===== src/rtl/pipe_ctrl_gen_pkg.sv =====
// Shared types and constants for the pipeline controller.
package pipe_ctrl_gen_pkg;

  localparam int unsigned STALL_W_DEF = 6;
  localparam int unsigned PC_W        = 32;

  typedef enum logic [1:0] {
    ST_IDLE  = 2'd0,
    ST_FLUSH = 2'd1,
    ST_DRAIN = 2'd2
  } ctrl_state_e;

endpackage


===== src/rtl/pipe_ctrl_gen_sat_counter.sv =====
// Saturating up-counter with synchronous clear that takes priority over increment.
module sat_counter #(
  parameter int unsigned W = 16
) (
  input  logic         clk,
  input  logic         rst,
  input  logic         inc_i,
  input  logic         clr_i,
  output logic [W-1:0] cnt_o
);

  logic [W-1:0] cnt_q, cnt_d;

  always_comb begin
    cnt_d = cnt_q;
    if (clr_i) begin
      cnt_d = '0;
    end else if (inc_i && (cnt_q != '1)) begin
      cnt_d = cnt_q + W'(1);
    end
  end

  always_ff @(posedge clk or posedge rst) begin
    if (rst) begin
      cnt_q <= '0;
    end else begin
      cnt_q <= cnt_d;
    end
  end

  assign cnt_o = cnt_q;

endmodule


===== src/rtl/pipe_ctrl_gen.sv =====
// Pipeline controller: stall/bubble arbitration, exception flush sequencing,
// saturating performance counters and a sticky stall watchdog.
module pipe_ctrl_gen
  import pipe_ctrl_gen_pkg::*;
#(
  parameter int unsigned STAGES       = STALL_W_DEF,
  parameter int unsigned DRAIN_CYCLES = 2,
  parameter int unsigned CNT_W        = 16,
  parameter int unsigned TIMEOUT      = 255
) (
  input  logic              clk,
  input  logic              rst,
  input  logic [STAGES-1:0] stallreq,
  input  logic              excp_valid,
  input  logic [PC_W-1:0]   excp_target,
  input  logic              cnt_clr,
  output logic [STAGES-1:0] stall,
  output logic [STAGES-1:0] bubble,
  output logic              flush,
  output logic              new_pc_valid,
  output logic [PC_W-1:0]   new_pc,
  output logic [CNT_W-1:0]  stall_cycles,
  output logic [CNT_W-1:0]  flush_cnt,
  output logic              timeout
);

  localparam int unsigned DW   = (DRAIN_CYCLES > 0) ? $clog2(DRAIN_CYCLES + 1) : 1;
  localparam int unsigned WD_W = $clog2(TIMEOUT + 1);

  ctrl_state_e       state_q, state_d;
  logic [DW-1:0]     drain_q, drain_d;
  logic [PC_W-1:0]   target_q, target_d;
  logic              timeout_q, timeout_d;
  logic [STAGES-1:0] arb_stall, arb_bubble;
  logic [WD_W-1:0]   wd_cnt;
  logic              take_excp;

  // Thermometer: every register at or below the highest requesting stage holds.
  always_comb begin
    logic        any;
    int unsigned idx;
    any = 1'b0;
    idx = 0;
    arb_stall = '0;
    for (int unsigned i = 0; i < STAGES; i++) begin
      idx = STAGES - 1 - i;
      if (idx != 0) begin
        any = any | stallreq[idx];
      end
      arb_stall[idx] = any;
    end
  end

  always_comb begin
    arb_bubble = '0;
    for (int unsigned k = 1; k < STAGES; k++) begin
      arb_bubble[k] = arb_stall[k-1] & ~arb_stall[k];
    end
  end

  assign take_excp = (state_q == ST_IDLE) && excp_valid;

  always_comb begin
    state_d      = state_q;
    drain_d      = drain_q;
    target_d     = target_q;
    stall        = '0;
    bubble       = '0;
    flush        = 1'b0;
    new_pc_valid = 1'b0;
    unique case (state_q)
      ST_IDLE: begin
        if (excp_valid) begin
          stall    = '1;
          target_d = excp_target;
          state_d  = ST_FLUSH;
        end else begin
          stall  = arb_stall;
          bubble = arb_bubble;
        end
      end
      ST_FLUSH: begin
        flush        = 1'b1;
        new_pc_valid = 1'b1;
        if (DRAIN_CYCLES > 0) begin
          drain_d = DW'(DRAIN_CYCLES);
          state_d = ST_DRAIN;
        end else begin
          state_d = ST_IDLE;
        end
      end
      ST_DRAIN: begin
        stall = '1;
        if (drain_q <= DW'(1)) begin
          state_d = ST_IDLE;
        end else begin
          drain_d = drain_q - DW'(1);
        end
      end
      default: state_d = ST_IDLE;
    endcase
    // The arbitration path is combinational from stallreq, so it must be
    // forced quiet while reset is held to keep every output at zero.
    if (rst) begin
      stall  = '0;
      bubble = '0;
    end
  end

  always_ff @(posedge clk or posedge rst) begin
    if (rst) begin
      state_q  <= ST_IDLE;
      drain_q  <= '0;
      target_q <= '0;
    end else begin
      state_q  <= state_d;
      drain_q  <= drain_d;
      target_q <= target_d;
    end
  end

  assign new_pc = target_q;

  sat_counter #(.W(CNT_W)) u_stall_cnt (
    .clk   (clk),
    .rst   (rst),
    .inc_i (stall[0]),
    .clr_i (cnt_clr),
    .cnt_o (stall_cycles)
  );

  sat_counter #(.W(CNT_W)) u_flush_cnt (
    .clk   (clk),
    .rst   (rst),
    .inc_i (take_excp),
    .clr_i (cnt_clr),
    .cnt_o (flush_cnt)
  );

  sat_counter #(.W(WD_W)) u_wd_cnt (
    .clk   (clk),
    .rst   (rst),
    .inc_i (stall[0]),
    .clr_i (cnt_clr | ~stall[0]),
    .cnt_o (wd_cnt)
  );

  // Flag rises on the edge that completes the TIMEOUT-th consecutive stall.
  always_comb begin
    timeout_d = timeout_q;
    if (cnt_clr) begin
      timeout_d = 1'b0;
    end else if (stall[0] && (wd_cnt >= WD_W'(TIMEOUT - 1))) begin
      timeout_d = 1'b1;
    end
  end

  always_ff @(posedge clk or posedge rst) begin
    if (rst) begin
      timeout_q <= 1'b0;
    end else begin
      timeout_q <= timeout_d;
    end
  end

  assign timeout = timeout_q;

endmodule

===== config.mk =====
export PLATFORM = sky130hd
export DESIGN_NAME = pipe_ctrl_gen
export DESIGN_NICKNAME = d
export VERILOG_FILES = /design/src/rtl/pipe_ctrl_gen_pkg.sv /design/src/rtl/pipe_ctrl_gen_sat_counter.sv /design/src/rtl/pipe_ctrl_gen.sv
export SDC_FILE = /design/constraint.sdc
export NUM_CORES = 1
export LEC_CHECK = 0
export BUFFER_PORTS_ARGS = -buffer_cell sky130_fd_sc_hd__buf_2
export CORE_ASPECT_RATIO = 0.5
export CORE_MARGIN = 4
export CORE_UTILIZATION = 40
export DETAILED_ROUTE_END_ITERATION = 12
export PLACE_DENSITY = 0.65
export SETUP_SLACK_MARGIN = 0.15
export SYNTH_ARGS = -nofsm -noshare
export SYNTH_HDL_FRONTEND = slang
export SYNTH_SLANG_ARGS = --single-unit
export TNS_END_PERCENT = 100

===== constraint.sdc =====
create_clock -name clk -period 2.25 [get_ports clk]
set_input_delay 0.1125 -clock clk [delete_from_list [all_inputs] [get_ports clk]]
set_output_delay 0.1125 -clock clk [all_outputs]
set_load 0.05 [all_outputs]

==> results of run 1 <==
-- per-stage QoR --
step	instances	hold slack (ps)	power, mW
2_1_floorplan	364	264.1	3.760
3_3_place_gp	604	160.0	4.262
3_5_place_dp	604	161.7	4.299
4_1_cts	635	0.03403	5.903
5_1_grt	638	2.338	6.161
6_report	638	10.39	5.846
-- logic make-up (layout without fill, tap and decap cells) --
| group | count (synthesis) | count (layout) | synth area share |
|---|---|---|---|
| other cells | 1 | 2 | 0.0009718 |
| mux | 48 | 48 | 0.1398 |
| flops | 77 | 77 | 0.4994 |
| simple gates | 145 | 145 | 0.2082 |
| compound gates | 50 | 50 | 0.08399 |
| fa+ha+maj | 5 | 5 | 0.01621 |
| xor+xnor | 6 | 6 | 0.01362 |
| buf+inv | 31 | 170 | 0.03794 |
-- cell type report --
class,instances,share of cell area
clock buffers,9,0.04368
inverters,10,0.008008
flip-flops and latches,77,0.3742
repair buffers,144,0.1640
well taps,135,0.03276
clock inverters,7,0.01917
multi-input cells,256,0.3582
-- placed cells by master (no fill, tap or decap), drive strengths merged, types with 4 or more instances in the layout --
cell type,netlist,routed
nand2,17,17
mux2,47,47
or3,5,5
nand4,14,14
inv,10,10
ha,5,5
nor3,10,10
o21ai,5,5
nor2,28,28
nand3,14,14
a21oi,21,21
nor4,10,10
nor2b,16,16
dlygate4sd3,0,18
xnor2,4,4
buf,15,126
or4,7,7
and3,7,7
o31ai,6,6
clkbuf,6,9
dfrtp,77,77
-- power by group --
| group | leakage, nW | internal, mW | switching, mW |
|---|---|---|---|
| clock | 0.156 | 0.976 | 0.570 |
| sequential | 0.990 | 1.73 | 0.200 |
| combinational | 1.21 | 0.657 | 1.72 |
-- state kept, by name, summed over array words and instances, names as in the netlist --
| register | cells |
|---|---|
| drain_q | 2 |
| new_pc | 32 |
| state_q | 2 |
| timeout | 1 |
| u_flush_cnt.cnt_o | 16 |
| u_stall_cnt.cnt_o | 16 |
| u_wd_cnt.cnt_o | 8 |
-- repair_timing --
action,in CTS,in global routing
hold buffers,15,3
gates resized for setup,0,9
endpoints found under the hold margin,31,3
setup endpoints to repair,0,11
-- path summary, 6_finish.rpt --
path	start	endpoint	slack, ps
max in group asynchronous	rst	u_flush_cnt.cnt_o[12]	1250
min in group asynchronous	rst	u_stall_cnt.cnt_o[1]	360
worst max-delay path	rst	u_stall_cnt.cnt_o[6]	260
worst min-delay path	excp_target[17]	new_pc[17]	10
worst max register to register	u_stall_cnt.cnt_o[0]	u_stall_cnt.cnt_o[2]	330
worst min register to register	new_pc[26]	new_pc[26]	500
-- cell usage after synthesis (all sizes together) --
| cell type | count | area, µm² |
|---|---|---|
| or2 | 2 | 12.52 |
| mux2 | 47 | 529.3 |
| nor3b | 3 | 27.52 |
| or3 | 5 | 31.28 |
| o211ai | 1 | 7.510 |
| xor2 | 2 | 17.52 |
| a41oi | 1 | 8.760 |
| mux2i | 1 | 10.01 |
| buf | 15 | 86.33 |
| a211oi | 3 | 22.52 |
| and3 | 7 | 43.79 |
| nor2 | 28 | 105.1 |
| and2 | 3 | 18.77 |
| nor3 | 10 | 50.05 |
| o21a | 1 | 7.510 |
| a21boi | 1 | 7.510 |
| nand2 | 17 | 63.81 |
| nand3 | 14 | 70.07 |
| o21ai | 5 | 25.02 |
| nand2b | 3 | 18.77 |
| inv | 10 | 37.54 |
| dfrtp | 77 | 1927 |
| clkbuf | 6 | 22.52 |
| nor2b | 16 | 100.1 |
| conb | 1 | 3.750 |
| o2111ai | 1 | 8.760 |
| or4 | 7 | 52.55 |
| o21bai | 1 | 7.510 |
| a21oi | 21 | 105.1 |
| o31ai | 6 | 45.04 |
| and4 | 3 | 26.28 |
| a311oi | 1 | 8.760 |
| nor4 | 10 | 68.81 |
| o311ai | 2 | 17.52 |
| a21o | 1 | 7.510 |
| xnor2 | 4 | 35.03 |
| nor4b | 3 | 26.28 |
| o41ai | 3 | 26.28 |
| o32a | 1 | 10.01 |
| nand4 | 14 | 87.58 |
| ha | 5 | 62.56 |
| a2111oi | 1 | 8.760 |
-- layer usage --
metal,GRT usage,up-vias
li1,-,1590
met1,0.2017,1560
met2,0.2763,70
met3,0.05368,10
met4,0.05112,0
met5,0,-
==> results.py, run 1 <==
metrics = {
    "clock_network": {
        "insertion_delay_ps": 330,
        "root_buffer": "clkbuf_16",
        "cts_made_buffers": 9,
        "htree_levels": 3,
        "clk_pin_slew_ps": 60,
        "clk_path_buf_depth": 2,
        "cts_tree": "yes",
        "postCtsSetupRepairBufs": 0,
        "clock-sinks": 77,
    },
    "placed_design": {
        "placed_area_um2": 4601,
        "dpl.hpwl_mm": 6.141,
        "place_congestion": 0.8068,
        "pre_cts_ws_ps": 307.1,
        "port_buffers": 117,
    },
    "route": {
        "drt_iter0_markers": 154,
        "firstDrtPassIters": 4,
        "num_vias": 3230,
        "route.met3.wl_um": 479,
        "wire_per_inst_um": 13.86,
        "routed_wl_mm": 8.840,
        "dr_wl_met2_mm": 4.387,
        "wl_met1_mm": 3.865,
        "ant_nets": 0,
        "viasPerCell": 5.063,
        "drc": 0,
        "highest_layer": "met4",
    },
    "grt": {
        "overflow": 0,
        "grtUsageTotal": 0.1639,
        "grt_pass1_vias": 3148,
        "grt_max_degree": 61,
        "grt_first_pass_wirelength_mm": 15.38,
        "antenna_found_initial": 0,
    },
    "worst_setup_path": {
        "end_kind": "flop",
        "worstPathMaxFanout": 20,
        "crit_arrival_ps": 2200,
        "slowest_stage": "dlygate4sd3_1",
        "ff2ff_path_depth": 5,
        "slowest_delay_ps": 540,
        "crit_chain": "dlygate4sd3_1 > buf_2 > or2_1 > a21o_1 > buf_4 > nor4_1 > mux2_2",
        "worst-path-buf-inv": 3,
        "critical-path-top-delay-family": "buffers and inverters",
        "startpoint_type": "input port",
        "critical_path_cell_count": 7,
        "critical_path_class": "in2reg",
        "cp_data_required_time_ps": 2460,
    },
    "timing": {
        "max_freq_mhz": 502.6,
        "finalSetupViolCount": 0,
        "tightestPinTransition_ps": 503.4,
        "slew_viol_final": 0,
        "finalHoldViolCount": 0,
        "slew_headroom": 0.6557,
        "min_period_ps": 1989,
        "skew_ps": 6.083,
        "worst_slack_ps": 260.5,
        "setup_tns_ps": 0,
        "rsz0062_at_grt": "no",
        "period_share": 0.8842,
    },
    "floorplanning": {
        "die_y_um": 77.45,
        "die_width_um": 146.9,
        "initial_core_util": 0.4098,
        "ios": 121,
        "rows": 25,
        "fp.dieArea_um2": 11380,
        "design.core.area_um2": 9415,
    },
    "outcome": {
        "status": "finished, final reports clean",
    },
    "cells_and_area": {
        "postLayoutCellArea_um2": 5156,
        "finish.utilization": 0.5476,
        "area_growth_pct": 33.63,
        "fillers": 818,
        "fin_nets": 545,
        "layout.area.seq_um2": 1929,
        "drive_gt1_frac": 0.4016,
        "diodes": 0,
        "multi_input_area_um2": 1847,
    },
    "worst_hold_path": {
        "min_path_cells": 2,
        "hold_class": "in2reg",
    },
    "yosys": {
        "synth_seq_cells": 77,
        "ys_seq_area_frac": 0.4994,
        "postSynthAreaPerCell_um2": 10.63,
        "synthCells": 363,
        "netlist_area_um2": 3859,
        "synth_cell_type_count": 47,
        "yosys_warnings": 0,
    },
    "pwr": {
        "p_per_area_nw_per_um2": 1134,
        "peakVddDrop_v": 0.001077,
        "leakagePower_nw": 2.356,
    },
    "flow_run": {
        "max-cap-violations": 0,
    },
}
Power figures use the tool's default switching activity.
==> run 2, diff against run 1 <==
--- a/config.mk
+++ b/config.mk
@@ -10,7 +10,7 @@
 export CORE_MARGIN = 4
 export CORE_UTILIZATION = 40
 export DETAILED_ROUTE_END_ITERATION = 12
-export PLACE_DENSITY = 0.65
+export PLACE_DENSITY_LB_ADDON = 0.1
 export SETUP_SLACK_MARGIN = 0.15
 export SYNTH_ARGS = -nofsm -noshare
 export SYNTH_HDL_FRONTEND = slang
==> run 2 against run 1 <==
Effect of this change: worst setup slack gained 14 ps; clock power down 4%; core utilization grew 1.4 points; sequential cell count unchanged; via count is 2.9% higher; largest cell class unchanged; global-route usage increased by 1.3 points; critical path type is now reg2reg; first-iteration DRC count is 15% lower.
==> results.py, run 2 (synthesis gave the netlist of run 1 again) <==
metrics = {
    "worst_hold_path": {
        "hold_class": "in2reg",
        "hp-start": "excp_target[15]",
    },
    "timing": {
        "min_period_ps": 1976,
        "tightestPinTransition_ps": 476.5,
        "finalSetupViolCount": 0,
        "setup_tns_ps": 0,
        "skew_ps": 8.322,
        "rsz0062_at_grt": "no",
        "period_share": 0.8781,
        "slew_headroom": 0.6741,
        "max_freq_mhz": 506.1,
        "slew_viol_final": 0,
        "whs_ps": 17.77,
        "finalHoldViolCount": 0,
    },
    "cells_and_area": {
        "final_common_cell": "buf_2",
        "layout_common_cells": "buf_2 (117), dfrtp_1 (75), mux2_2 (47)",
        "postLayoutCellArea_um2": 5284,
        "fin_nets": 561,
        "drive_gt1_frac": 0.3854,
        "fillers": 830,
        "layoutNonFillerInstCount": 654,
        "area_growth_pct": 36.93,
        "finish.utilization": 0.5612,
        "diodes": 0,
        "largest_reg_flops": 32,
    },
    "floorplanning": {
        "ios": 121,
        "fp.dieArea_um2": 11380,
        "design.core.area_um2": 9415,
        "rows": 25,
        "die_width_um": 146.9,
        "initial_core_util": 0.4098,
        "die_y_um": 77.45,
    },
    "placed_design": {
        "dpl.hpwl_mm": 6.574,
        "placed_area_um2": 4628,
        "port_buffers": 117,
        "place_congestion": 0.7466,
        "dpl.cell_count": 606,
    },
    "pwr": {
        "leakagePower_nw": 2.426,
        "p_per_area_nw_per_um2": 1108,
        "peakVddDrop_v": 0.0009090,
    },
    "clock_network": {
        "cts_tree": "yes",
        "htree_levels": 3,
        "root_buffer": "clkbuf_16",
        "clock-sinks": 77,
        "clk_path_buf_depth": 2,
        "insertion_delay_ps": 340,
        "cts_made_buffers": 9,
        "clk_pin_slew_ps": 60,
    },
    "route": {
        "firstDrtPassIters": 4,
        "drc": 0,
        "route.met3.wl_um": 623,
        "highest_layer": "met4",
        "viasPerCell": 5.084,
        "wire_per_inst_um": 14.58,
        "num_vias": 3325,
        "dr_wl_met2_mm": 4.548,
        "drt_iter0_markers": 131,
        "routed_wl_mm": 9.537,
        "ant_nets": 0,
        "wl_met1_mm": 4.217,
    },
    "grt": {
        "antenna_found_initial": 0,
        "grt_first_pass_wirelength_mm": 16.42,
        "overflow": 0,
        "grt_pass1_vias": 3364,
        "grtUsageTotal": 0.1767,
        "grt_max_degree": 46,
    },
    "flow_run": {
        "max-cap-violations": 0,
    },
    "worst_setup_path": {
        "critical_path_class": "reg2reg",
        "worstPathMaxFanout": 7,
        "cp-startpoint": "u_stall_cnt.cnt_o[0]",
        "reg2reg_slack_ps": 270,
        "end_kind": "flop",
        "cp_data_required_time_ps": 2480,
        "r2r_start": "u_stall_cnt.cnt_o[0]",
        "crit_arrival_ps": 2200,
        "startpoint_type": "flop",
    },
    "outcome": {
        "status": "finished, final reports clean",
    },
}
[run 2: where the power goes]
group	internal [mW]	switching, mW
Clock	0.873	0.614
Sequential	1.72	0.213
Combinational	0.703	1.73
Total	3.30	2.55
[run 2: stage by stage]
stage / power, mW / setup slack (ps)
after global placement: 4.293 / 287.6
after CTS: 5.886 / 232.6
after floorplan: 3.760 / 186.5
final: 5.854 / 274.3
after detailed placement: 4.323 / 261.8
after global routing: 6.157 / 160.0
[run 2: final cells by class]
type,count,area (µm²),share of cell area
Timing Repair Buffer,160,1023,0.1937
Inverter,10,41.29,0.007814
Sequential cell,77,1929,0.3651
Tap cell,135,168.9,0.03197
Clock buffer,9,225.2,0.04262
Multi-Input combinational cell,256,1817,0.3438
Clock inverter,7,78.83,0.01492
[run 2: worst max-delay path: stages (launching register included)]
cell	delay, ps
dfrtp_2	440
ha_1	230
nand3_1	200
nor4_1	120
buf_4	170
nor4b_1	330
mux2_2	370
[run 2: path summary, 6_finish.rpt]
path / end / depth (start not counted)
setup / recovery: u_stall_cnt.cnt_o[5] / 6
hold / removal: new_pc[15] / 2
setup reg to reg: u_stall_cnt.cnt_o[5] / 6
hold reg to reg: new_pc[6] / 1
max in group asynchronous: u_stall_cnt.cnt_o[0] / 4
min in group asynchronous: u_stall_cnt.cnt_o[11] / 3
[run 2: layer usage]
| metal | track usage | up-vias |
|---|---|---|
| met5 | 0 | - |
| met4 | 0.05483 | 0 |
| met3 | 0.06768 | 14 |
| met2 | 0.2868 | 82 |
| met1 | 0.2200 | 1588 |
| li1 | - | 1641 |
[run 2: repair_timing]
item,in CTS,in global routing
setup endpoints to repair,0,9
setup buffers,0,1
gates resized for setup,0,3
hold endpoints to repair,38,1
hold buffers,30,1
==> run 3, diff against run 2 <==
==> constraint.sdc (replaced) <==
create_clock -name clk -period 2.25 [get_ports clk]
set_input_delay 0.1125 -clock clk [delete_from_list [all_inputs] [get_ports clk]]
set_output_delay 0.1125 -clock clk [all_outputs]
set_load 0.01 [all_outputs]
==> run 3 against run 2 <==
Effect of this change: hold slack worse by 5.0 ps; first-iteration DRC count increased by 9.2%; critical path depth up 1; register-to-register slack gained 40 ps; total power is 17% lower; clock power grew 11%; routed wire length down 4.2%.
==> results.py, run 3 (synthesis gave the netlist of run 1 again) <==
metrics = {
    "outcome": {
        "status": "finished, final reports clean",
    },
    "clock_network": {
        "cts_tree": "yes",
        "insertion_delay_ps": 330,
        "root_buffer": "clkbuf_16",
        "htree_levels": 3,
        "cts_made_buffers": 9,
        "clk_pin_slew_ps": 60,
        "clk_path_buf_depth": 2,
        "clock-sinks": 77,
        "postCtsSetupRepairBufs": 0,
    },
    "cells_and_area": {
        "area_growth_pct": 30.84,
        "layout_common_cells": "buf_2 (117), dfrtp_1 (77), mux2_2 (47)",
        "diodes": 0,
        "largest_reg_flops": 32,
        "drive_gt1_frac": 0.3927,
        "multi_input_area_um2": 1809,
        "layout.area.seq_um2": 1927,
        "fin_nets": 536,
        "final_common_cell": "buf_2",
        "fillers": 848,
    },
    "floorplanning": {
        "die_width_um": 146.9,
        "fp.dieArea_um2": 11380,
        "die_y_um": 77.45,
        "ios": 121,
        "initial_core_util": 0.4098,
        "design.core.area_um2": 9415,
        "rows": 25,
    },
    "grt": {
        "antenna_found_initial": 0,
        "grtUsageTotal": 0.1642,
        "grt_first_pass_wirelength_mm": 15.31,
        "overflow": 0,
        "grt_pass1_vias": 3182,
        "grt_max_degree": 41,
    },
    "pwr": {
        "internal-power_mw": 3.501,
        "p_sw_mw": 1.378,
        "pwr-share-seq": 0.393,
        "p_per_area_nw_per_um2": 966.5,
        "leakagePower_nw": 2.339,
        "swShare": 0.2825,
        "peakVddDrop_v": 0.0005714,
        "total_power_mw": 4.880,
        "p_clk_frac": 0.340,
        "comb_power_share": 0.267,
    },
    "worst_setup_path": {
        "critical_path_class": "in2reg",
        "slowest_stage": "dlygate4sd3_1",
        "slowest_delay_ps": 540,
        "worstPathMaxFanout": 17,
        "critical-path-top-delay-family": "buffers and inverters",
        "end_kind": "flop",
        "crit_chain": "dlygate4sd3_1 > buf_2 > or2_0 > a21o_1 > buf_4 > nor4b_1 > mux2_2",
        "worst-path-buf-inv": 3,
        "cp_data_required_time_ps": 2460,
        "startpoint_type": "input port",
        "crit_arrival_ps": 2210,
    },
    "timing": {
        "max_freq_mhz": 501.2,
        "rsz0062_at_grt": "no",
        "tightestPinTransition_ps": 706.8,
        "setup_tns_ps": 0,
        "slew_viol_final": 0,
        "period_share": 0.8868,
        "skew_ps": 9.099,
        "finalHoldViolCount": 0,
        "slew_headroom": 0.5288,
        "min_period_ps": 1995,
        "finalSetupViolCount": 0,
    },
    "flow_run": {
        "max-cap-violations": 0,
    },
    "route": {
        "num_vias": 3212,
        "drc": 0,
        "drt_iter0_markers": 143,
        "viasPerCell": 5.107,
        "firstDrtPassIters": 4,
        "ant_nets": 0,
        "routed_wl_mm": 9.135,
        "wire_per_inst_um": 14.52,
    },
    "placed_design": {
        "dpl.hpwl_mm": 6.528,
        "port_buffers": 117,
        "place_congestion": 0.7582,
    },
    "worst_hold_path": {
        "hold_class": "in2reg",
    },
}
run 3: final timing paths:
path	startpoint	to	slack (ps)	depth (start not counted)
worst min-delay path	excp_target[4]	new_pc[4]	10	2
min in group asynchronous	rst	u_stall_cnt.cnt_o[5]	440	3
worst max register to register	u_stall_cnt.cnt_o[0]	u_stall_cnt.cnt_o[2]	310	5
worst max-delay path	rst	u_stall_cnt.cnt_o[7]	250	7
max in group asynchronous	rst	u_flush_cnt.cnt_o[2]	1150	4
worst min register to register	new_pc[27]	new_pc[27]	500	1
run 3: metal layers:
metal / wire length, µm / track usage / vias to the layer above
li1: - / - / 1578
met1: 4120 / 0.2026 / 1554
met2: 4294 / 0.2721 / 75
met3: 673 / 0.06768 / 5
met4: 47 / 0.03625 / 0
met5: 0 / 0 / -
run 3: area by class of cell:
cell class	instances	area share
Multi-Input combinational cell	256	0.3584
Sequential cell	77	0.3817
Timing Repair Buffer	135	0.1512
Tap cell	135	0.03346
Clock inverter	4	0.01884
Inverter	10	0.007683
Clock buffer	12	0.04882
run 3: what timing repair did:
| action | 4_1_cts | 5_1_grt |
|---|---|---|
| gates resized for setup | 0 | 2 |
| setup endpoints to repair | 0 | 9 |
| hold buffers | 5 | 2 |
| endpoints found under the hold margin | 41 | 2 |
run 3: power by group through the flow:
stage / sequential (mW) / combinational (mW) / clock, mW
after detailed placement: 1.93 / 1.32 / 0
final: 1.92 / 1.30 / 1.66
after floorplan: 2.08 / 0.622 / 0
after CTS: 1.92 / 1.33 / 1.70
after global placement: 1.93 / 1.30 / 0
after global routing: 1.97 / 1.43 / 1.77
run 3: through the flow:
step | area (µm²) | cells | hold WS, ps | worst slack (ps) | util
6_report | 5049 | 629 | 12.79 | 254.6 | 0.5362
5_1_grt | 5049 | 629 | 0.9000 | 148.9 | 0.5362
4_1_cts | 5015 | 627 | 0.08135 | 228.0 | 0.5326
3_5_place_dp | 4623 | 606 | 264.1 | 263.7 | 0.4910
3_3_place_gp | 4623 | 606 | 264.4 | 293.5 | 0.4910
2_1_floorplan | 3862 | 364 | 264.1 | 170.8 | -
